`src/rtl/fcmp_pkg.sv`:
```
// Shared definitions for the FP compare/select pipe: op codes, operand class bits,
// and the canonical quiet NaN pattern.
package fcmp_pkg;

   localparam logic [2:0] FCMP_EQ  = 3'd0;
   localparam logic [2:0] FCMP_LT  = 3'd1;
   localparam logic [2:0] FCMP_LE  = 3'd2;
   localparam logic [2:0] FCMP_MIN = 3'd3;
   localparam logic [2:0] FCMP_MAX = 3'd4;

   // Widest operand the qNaN helper can build; callers truncate to their width.
   localparam int FCMP_QNAN_W = 128;

   typedef struct packed {
      logic is_zero;
      logic is_nan;
      logic is_snan;
   } fcmp_class_t;

   // {sign=0, exponent all ones, mantissa MSB set, rest zero}
   function automatic logic [FCMP_QNAN_W-1:0] fcmp_canon_qnan(input int exp_w, input int man_w);
      logic [FCMP_QNAN_W-1:0] q;
      q = '0;
      for (int i = 0; i < FCMP_QNAN_W; i++) begin
         if (i == man_w - 1 || (i >= man_w && i < man_w + exp_w)) q[i] = 1'b1;
      end
      return q;
   endfunction

endpackage

```
`src/rtl/fcmp_key.sv`:
```
// Maps an IEEE-style operand onto an unsigned ordering key plus its NaN/zero class.
// Both zeros share one key, so -0 and +0 compare equal.
module fcmp_key
   import fcmp_pkg::*;
#(
   parameter int EXP_W = 8,
   parameter int MAN_W = 23
) (
   input  logic [EXP_W+MAN_W:0] x,
   output logic [EXP_W+MAN_W:0] key,
   output fcmp_class_t          cls
);

   localparam int W = 1 + EXP_W + MAN_W;

   logic         exp_ones;
   logic         man_nz;
   logic [W-1:0] mag;

   assign exp_ones    = &x[W-2:MAN_W];
   assign man_nz      = |x[MAN_W-1:0];
   assign cls.is_zero = ~|x[W-2:0];
   assign cls.is_nan  = exp_ones & man_nz;
   assign cls.is_snan = exp_ones & man_nz & ~x[MAN_W-1];

   // Negatives are inverted so larger magnitude sorts lower; positives get the MSB set.
   assign mag = cls.is_zero ? '0 : x;
   assign key = mag[W-1] ? ~mag : (mag | {1'b1, {(W-1){1'b0}}});

endmodule

```
`src/rtl/fcmp_pipe.sv`:
```
// Pipelined FP compare/select unit (FEQ/FLT/FLE/FMIN/FMAX) with valid/ready on both
// sides, full back-pressure, flush, and an opaque tag carried alongside each op.
module fcmp_pipe
   import fcmp_pkg::*;
#(
   parameter int EXP_W     = 8,
   parameter int MAN_W     = 23,
   parameter int STAGES    = 2,
   parameter int TAG_W     = 6,
   parameter int NAN_AWARE = 1
) (
   input  logic                  clk,
   input  logic                  rst,
   input  logic                  flush,
   input  logic                  in_valid,
   output logic                  in_ready,
   input  logic [2:0]            in_op,
   input  logic [EXP_W+MAN_W:0]  in_x1,
   input  logic [EXP_W+MAN_W:0]  in_x2,
   input  logic [TAG_W-1:0]      in_tag,
   output logic                  out_valid,
   input  logic                  out_ready,
   output logic [EXP_W+MAN_W:0]  out_y,
   output logic [TAG_W-1:0]      out_tag,
   output logic                  out_nv
);

   localparam int           W    = 1 + EXP_W + MAN_W;
   localparam logic [W-1:0] QNAN = W'(fcmp_canon_qnan(EXP_W, MAN_W));

   typedef struct packed {
      logic [2:0]       op;
      logic [TAG_W-1:0] tag;
      logic [W-1:0]     x1;
      logic [W-1:0]     x2;
      logic [W-1:0]     k1;
      logic [W-1:0]     k2;
      fcmp_class_t      c1;
      fcmp_class_t      c2;
   } stage_t;

   stage_t       in_stage;
   stage_t       cmp;
   logic         load_out;
   logic [W-1:0] res_y;
   logic         res_nv;

   fcmp_key #(.EXP_W(EXP_W), .MAN_W(MAN_W)) u_key1 (.x(in_x1), .key(in_stage.k1), .cls(in_stage.c1));
   fcmp_key #(.EXP_W(EXP_W), .MAN_W(MAN_W)) u_key2 (.x(in_x2), .key(in_stage.k2), .cls(in_stage.c2));

   assign in_stage.op  = in_op;
   assign in_stage.tag = in_tag;
   assign in_stage.x1  = in_x1;
   assign in_stage.x2  = in_x2;

   generate
      if (STAGES == 2) begin : g_two
         stage_t s0;
         logic   v0;
         logic   adv0;

         assign adv0     = v0 & (~out_valid | out_ready);
         assign in_ready = ~v0 | adv0;
         assign load_out = adv0;
         assign cmp      = s0;

         always_ff @(posedge clk) begin
            if (rst || flush)             v0 <= 1'b0;
            else if (in_valid && in_ready) v0 <= 1'b1;
            else if (adv0)                v0 <= 1'b0;
         end

         // NOTE: payload registers carry no reset; the stage valid bit alone qualifies them.
         always_ff @(posedge clk) begin
            if (in_valid && in_ready) s0 <= in_stage;
         end
      end else if (STAGES == 1) begin : g_one
         assign in_ready = ~out_valid | out_ready;
         assign load_out = in_valid & in_ready;
         assign cmp      = in_stage;
      end else begin : g_bad
         $error("fcmp_pipe: STAGES must be 1 or 2");
      end
   endgenerate

   logic lt, eq, zero_tie, any_nan, any_snan, both_nan, pick_min_a, pick_max_a;

   assign lt         = cmp.k1 < cmp.k2;
   assign eq         = cmp.k1 == cmp.k2;
   // Equal zeros of opposite sign: the sign bit decides min/max.
   assign zero_tie   = eq & cmp.c1.is_zero & cmp.c2.is_zero;
   assign pick_min_a = lt | (zero_tie & cmp.x1[W-1]);
   assign pick_max_a = ~lt & ~(zero_tie & cmp.x1[W-1]);
   assign any_nan    = (NAN_AWARE != 0) & (cmp.c1.is_nan | cmp.c2.is_nan);
   assign both_nan   = (NAN_AWARE != 0) & cmp.c1.is_nan & cmp.c2.is_nan;
   assign any_snan   = (NAN_AWARE != 0) & (cmp.c1.is_snan | cmp.c2.is_snan);

   always_comb begin
      res_y  = '0;
      res_nv = 1'b0;
      case (cmp.op)
         FCMP_EQ: begin
            res_y[0] = eq & ~any_nan;
            res_nv   = any_snan;
         end
         FCMP_LT: begin
            res_y[0] = lt & ~any_nan;
            res_nv   = any_nan;
         end
         FCMP_LE: begin
            res_y[0] = (lt | eq) & ~any_nan;
            res_nv   = any_nan;
         end
         FCMP_MIN, FCMP_MAX: begin
            res_nv = any_snan;
            if (both_nan)                              res_y = QNAN;
            else if (any_nan && cmp.c1.is_nan)         res_y = cmp.x2;
            else if (any_nan)                          res_y = cmp.x1;
            else if (cmp.op == FCMP_MIN)               res_y = pick_min_a ? cmp.x1 : cmp.x2;
            else                                       res_y = pick_max_a ? cmp.x1 : cmp.x2;
         end
         default: res_nv = 1'b1;
      endcase
   end

   always_ff @(posedge clk) begin
      if (rst) begin
         out_valid <= 1'b0;
         out_y     <= '0;
         out_tag   <= '0;
         out_nv    <= 1'b0;
      end else begin
         if (flush)          out_valid <= 1'b0;
         else if (load_out)  out_valid <= 1'b1;
         else if (out_ready) out_valid <= 1'b0;
         if (load_out) begin
            out_y   <= res_y;
            out_tag <= cmp.tag;
            out_nv  <= res_nv;
         end
      end
   end

endmodule

```
`config.mk`:
```
export PLATFORM = sky130hd
export DESIGN_NAME = fcmp_pipe
export DESIGN_NICKNAME = d
export VERILOG_FILES = /design/src/rtl/fcmp_pkg.sv /design/src/rtl/fcmp_key.sv /design/src/rtl/fcmp_pipe.sv
export SDC_FILE = /design/constraint.sdc
export NUM_CORES = 1
export LEC_CHECK = 0
export BUFFER_PORTS_ARGS = -buffer_cell sky130_fd_sc_hd__buf_2
export CAP_MARGIN = 15
export CORE_MARGIN = 2
export CORE_UTILIZATION = 57
export DETAILED_ROUTE_END_ITERATION = 7
export GPL_TIMING_DRIVEN = 0
export HOLD_SLACK_MARGIN = 0.15
export PLACE_DENSITY = 0.79
export SYNTH_ARGS = -nofsm -noshare
export SYNTH_HDL_FRONTEND = slang
export SYNTH_HIERARCHICAL = 1
export SYNTH_SLANG_ARGS = --single-unit
```
`constraint.sdc`:
```
create_clock -name clk -period 6 [get_ports clk]
set_input_delay 0.6 -clock clk [delete_from_list [all_inputs] [get_ports clk]]
set_output_delay 0.6 -clock clk [all_outputs]
set_load 0.01 [all_outputs]
```
==> metrics.txt <==
outcome=finished, final reports clean; Die Span X=125 um; syn_nets=777; initial drt markers=between 500 and 600; register area share after synthesis=60.9%; EDFF count, synth=~140; vias in the first global route=5753; final setup vio count=0; Crit path arrival time=3320 ps; minimum clock period=3020 ps; initial core utilization=58.0%; Max FO, Critical Path=10; #FFs+latches synth=~180; largest net degree at the start of global routing=57; RSZ-0062 raised after global routing=false; Top FF cell, synth=edfxtp_1; hold depth=1; largest family of logic cells by synthesized area=simple AND/OR/NAND/NOR gates; mean post-synth cell area=12.6 um^2; Cell Area, Synth=0.00839 mm^2; Post-Synth Adder-Cell Area=4.77%; pre-CTS setup slack=3020 ps; max cap viols=0; Slew Viols, Final=0; cts bufs inserted=17; CP endpoint=out_y[7]; top-area cell type share of the netlist area=51.2%; cell taking the most area after synthesis=edfxtp_1; startpoint types=register; global-route wire length before repair=30400 um; Max rail drop VDD=a little over 200 uV; sequential share of power=50.6%; internal power=2220 uW; Worst-Skew Late Latency=approximately 440 ps; HP Class=in2reg; Inserted Diodes=0; DIE AREA=approximately 0.016 mm^2; CP required=6300 ps; setup slack, reg-to-reg=2980 ps; XOR/XNOR Fraction of Synth Area=around 6.6%; Comb power frac=12.0%; Ys Warns=6; Psw=approximately 700 uW; filler instances=approximately 1000; Fmax=331 MHz; measured slew at the worst slew-check pin=909 ps; GPL Wtd Cong=about 0.94; power per standard cell area=297 mW/mm^2; Clock Root Buffer=clkbuf_16; Worst Reg-to-Reg Cells=9; CTS sink count=between 150 and 200; reg2reg end=out_y[7]; initial antenna violation count=0; Pre-Repair DR Iteration Count=5; DR vias/cell=5.71; top post-synthesis cells by area=edfxtp_1 (51%), dfxtp_1 (9.8%), xnor2_1 (6.6%), a21oi_1 (4.8%), ha_1 (4.8%); endpoint class of the critical path=register; Die Height=around 130 um; Fin. Hold Viols=0; nets=916; CP Class=reg2reg; IO Pins=119; Resized Gates After CTS=0; Clk pwr share=37.4%; CTS tree=built; period utilization=50.3%; Critical Path Start=cmp[49]; Yosys cell types=53; Vias=roughly 5700; remaining global-route overflow=0; CTS max path bufs=2; port bufs=118; CTS Hold Bufs=0; Rows=44; setup_tns=0 ps; layout cell share with drive strength beyond 1=between 20 and 25%; fin area=around 0.0098 mm^2; switching share of power=24.2%; postcts setup bufs=0; Core Util, Final=68.0%; Max H-tree Level=4; post-detailed-routing wire length=19200 um; ANT nets after route=0; Syn Inst Count=667; core area=around 0.014 mm^2; Synth Area in Compound Gates=9.88%; CTS clk-pin slew, worst paths=70 ps; mux contribution to synthesized area=3.58%; placed cell areas=between 0.009 and 0.01 mm^2; Static Leak=0.00384 uW; Placed Cells=971; DP Wirelength=about 14000 um; Total GRT Usage=~25%; Remaining DRCs=0; Layout area overhead=17.2%; Synth Area in Simple Gates=between 10 and 15%; Final WS setup=2980 ps; ys async rst share=0%; DR WL/cell=19.2 um; r2r startpoint=cmp[49]; Setup Skew=8.87 ps; Relative slew margins=39.4%; final cell count without fillers=1003
-- sequential cells by signal, indices dropped and copies added (netlist names) --
name       count
cmp          143
g_two.v0       1
out_nv         1
out_tag        6
out_valid      1
out_y         32
-- worst min path at each step --
stage / from / end / slack [ps]
after global placement: out_y[18] / out_y[18] / 430
after global routing: in_tag[1] / cmp[135] / 320
after CTS: in_tag[1] / cmp[135] / 320
final: in_tag[1] / cmp[135] / 340
after detailed placement: out_y[13] / out_y[13] / 440
after floorplan: cmp[134] / out_tag[0] / 470
-- cell usage after synthesis (3+ instances only) --
cell type / instances
a211oi_1: 5
a21oi_1: 81
a21oi_2: 8
buf_6: 6
buf_8: 3
clkbuf_1: 21
dfxtp_1: 41
edfxtp_1: 143
ha_1: 32
inv_1: 33
mux2i_1: 30
nand2_1: 55
nand2b_1: 10
nand4_1: 9
nand4_2: 3
nor2_1: 16
nor2b_1: 5
nor3_1: 7
nor4_1: 7
o21ai_0: 8
o21ai_1: 31
or4_1: 3
or4_4: 7
xnor2_1: 63
-- placed cells by master, fill, tap and decap left out, types with 30 or more instances in the layout --
cell,instances
a21oi_1,81
buf_2,120
dfxtp_1,41
edfxtp_1,143
ha_1,32
inv_1,33
mux2i_1,30
nand2_1,55
o21ai_1,31
xnor2_1,63
-- cell type report --
| type | instances | area, um^2 | area share (%) |
|---|---|---|---|
| Clock buffer | 17 | 425 | 4.32 |
| Clock inverter | 15 | 150 | 1.53 |
| Tap cell | 184 | 230 | 2.34 |
| Timing Repair Buffer | 120 | 638 | 6.48 |
| Sequential cell | 184 | 5110 | 52.0 |
| Multi-Input combinational cell | 415 | 2940 | 29.9 |
| Buffer | 35 | 219 | 2.23 |
| Inverter | 33 | 124 | 1.26 |
-- critical path, stage by stage (launching register included) --
cell and delay [ps]:
edfxtp_1 380, ha_1 330, nand4_1 220, or4_1 680
nor3_4 210, a2111oi_2 90, nor3_4 400, buf_8 230
mux2i_1 240, o21ai_1 90
-- power by group through the flow --
stage	clock network [uW]	registers, uW	logic, uW
floorplan	0	1510	223
global route	1150	1480	384
detailed placement	0	1510	345
finish	1100	1480	351
CTS	1100	1480	350
global placement	0	1510	325
-- through the flow --
stage                     hold WS, ps  power (uW)
final                             336        2920
after global routing              323        3020
after CTS                         322        2930
after detailed placement          440        1850
after global placement            432        1840
after floorplan                   471        1730
-- metal layers --
| metal | GRT usage, % | vias to the layer above | part of all wire [%] |
|---|---|---|---|
| met1 | 33.3 | 2756 | 41 |
| met3 | 6.03 | 43 | 7.0 |
| met2 | 41.3 | 219 | 49 |
| li1 | - | 2712 | - |
| met4 | 9.93 | 0 | 2.5 |
| met5 | 0 | - | 0 |
-- cell families (layout without fill, tap and decap cells) --
kind of cell,Yosys count,after routing
flops,184,184
simple gates,145,145
xor+xnor,63,63
mux,30,30
compound gates,145,145
fa+ha+maj,32,32
buf+inv,68,220
No activity file was read; power rests on OpenSTA's default activity.
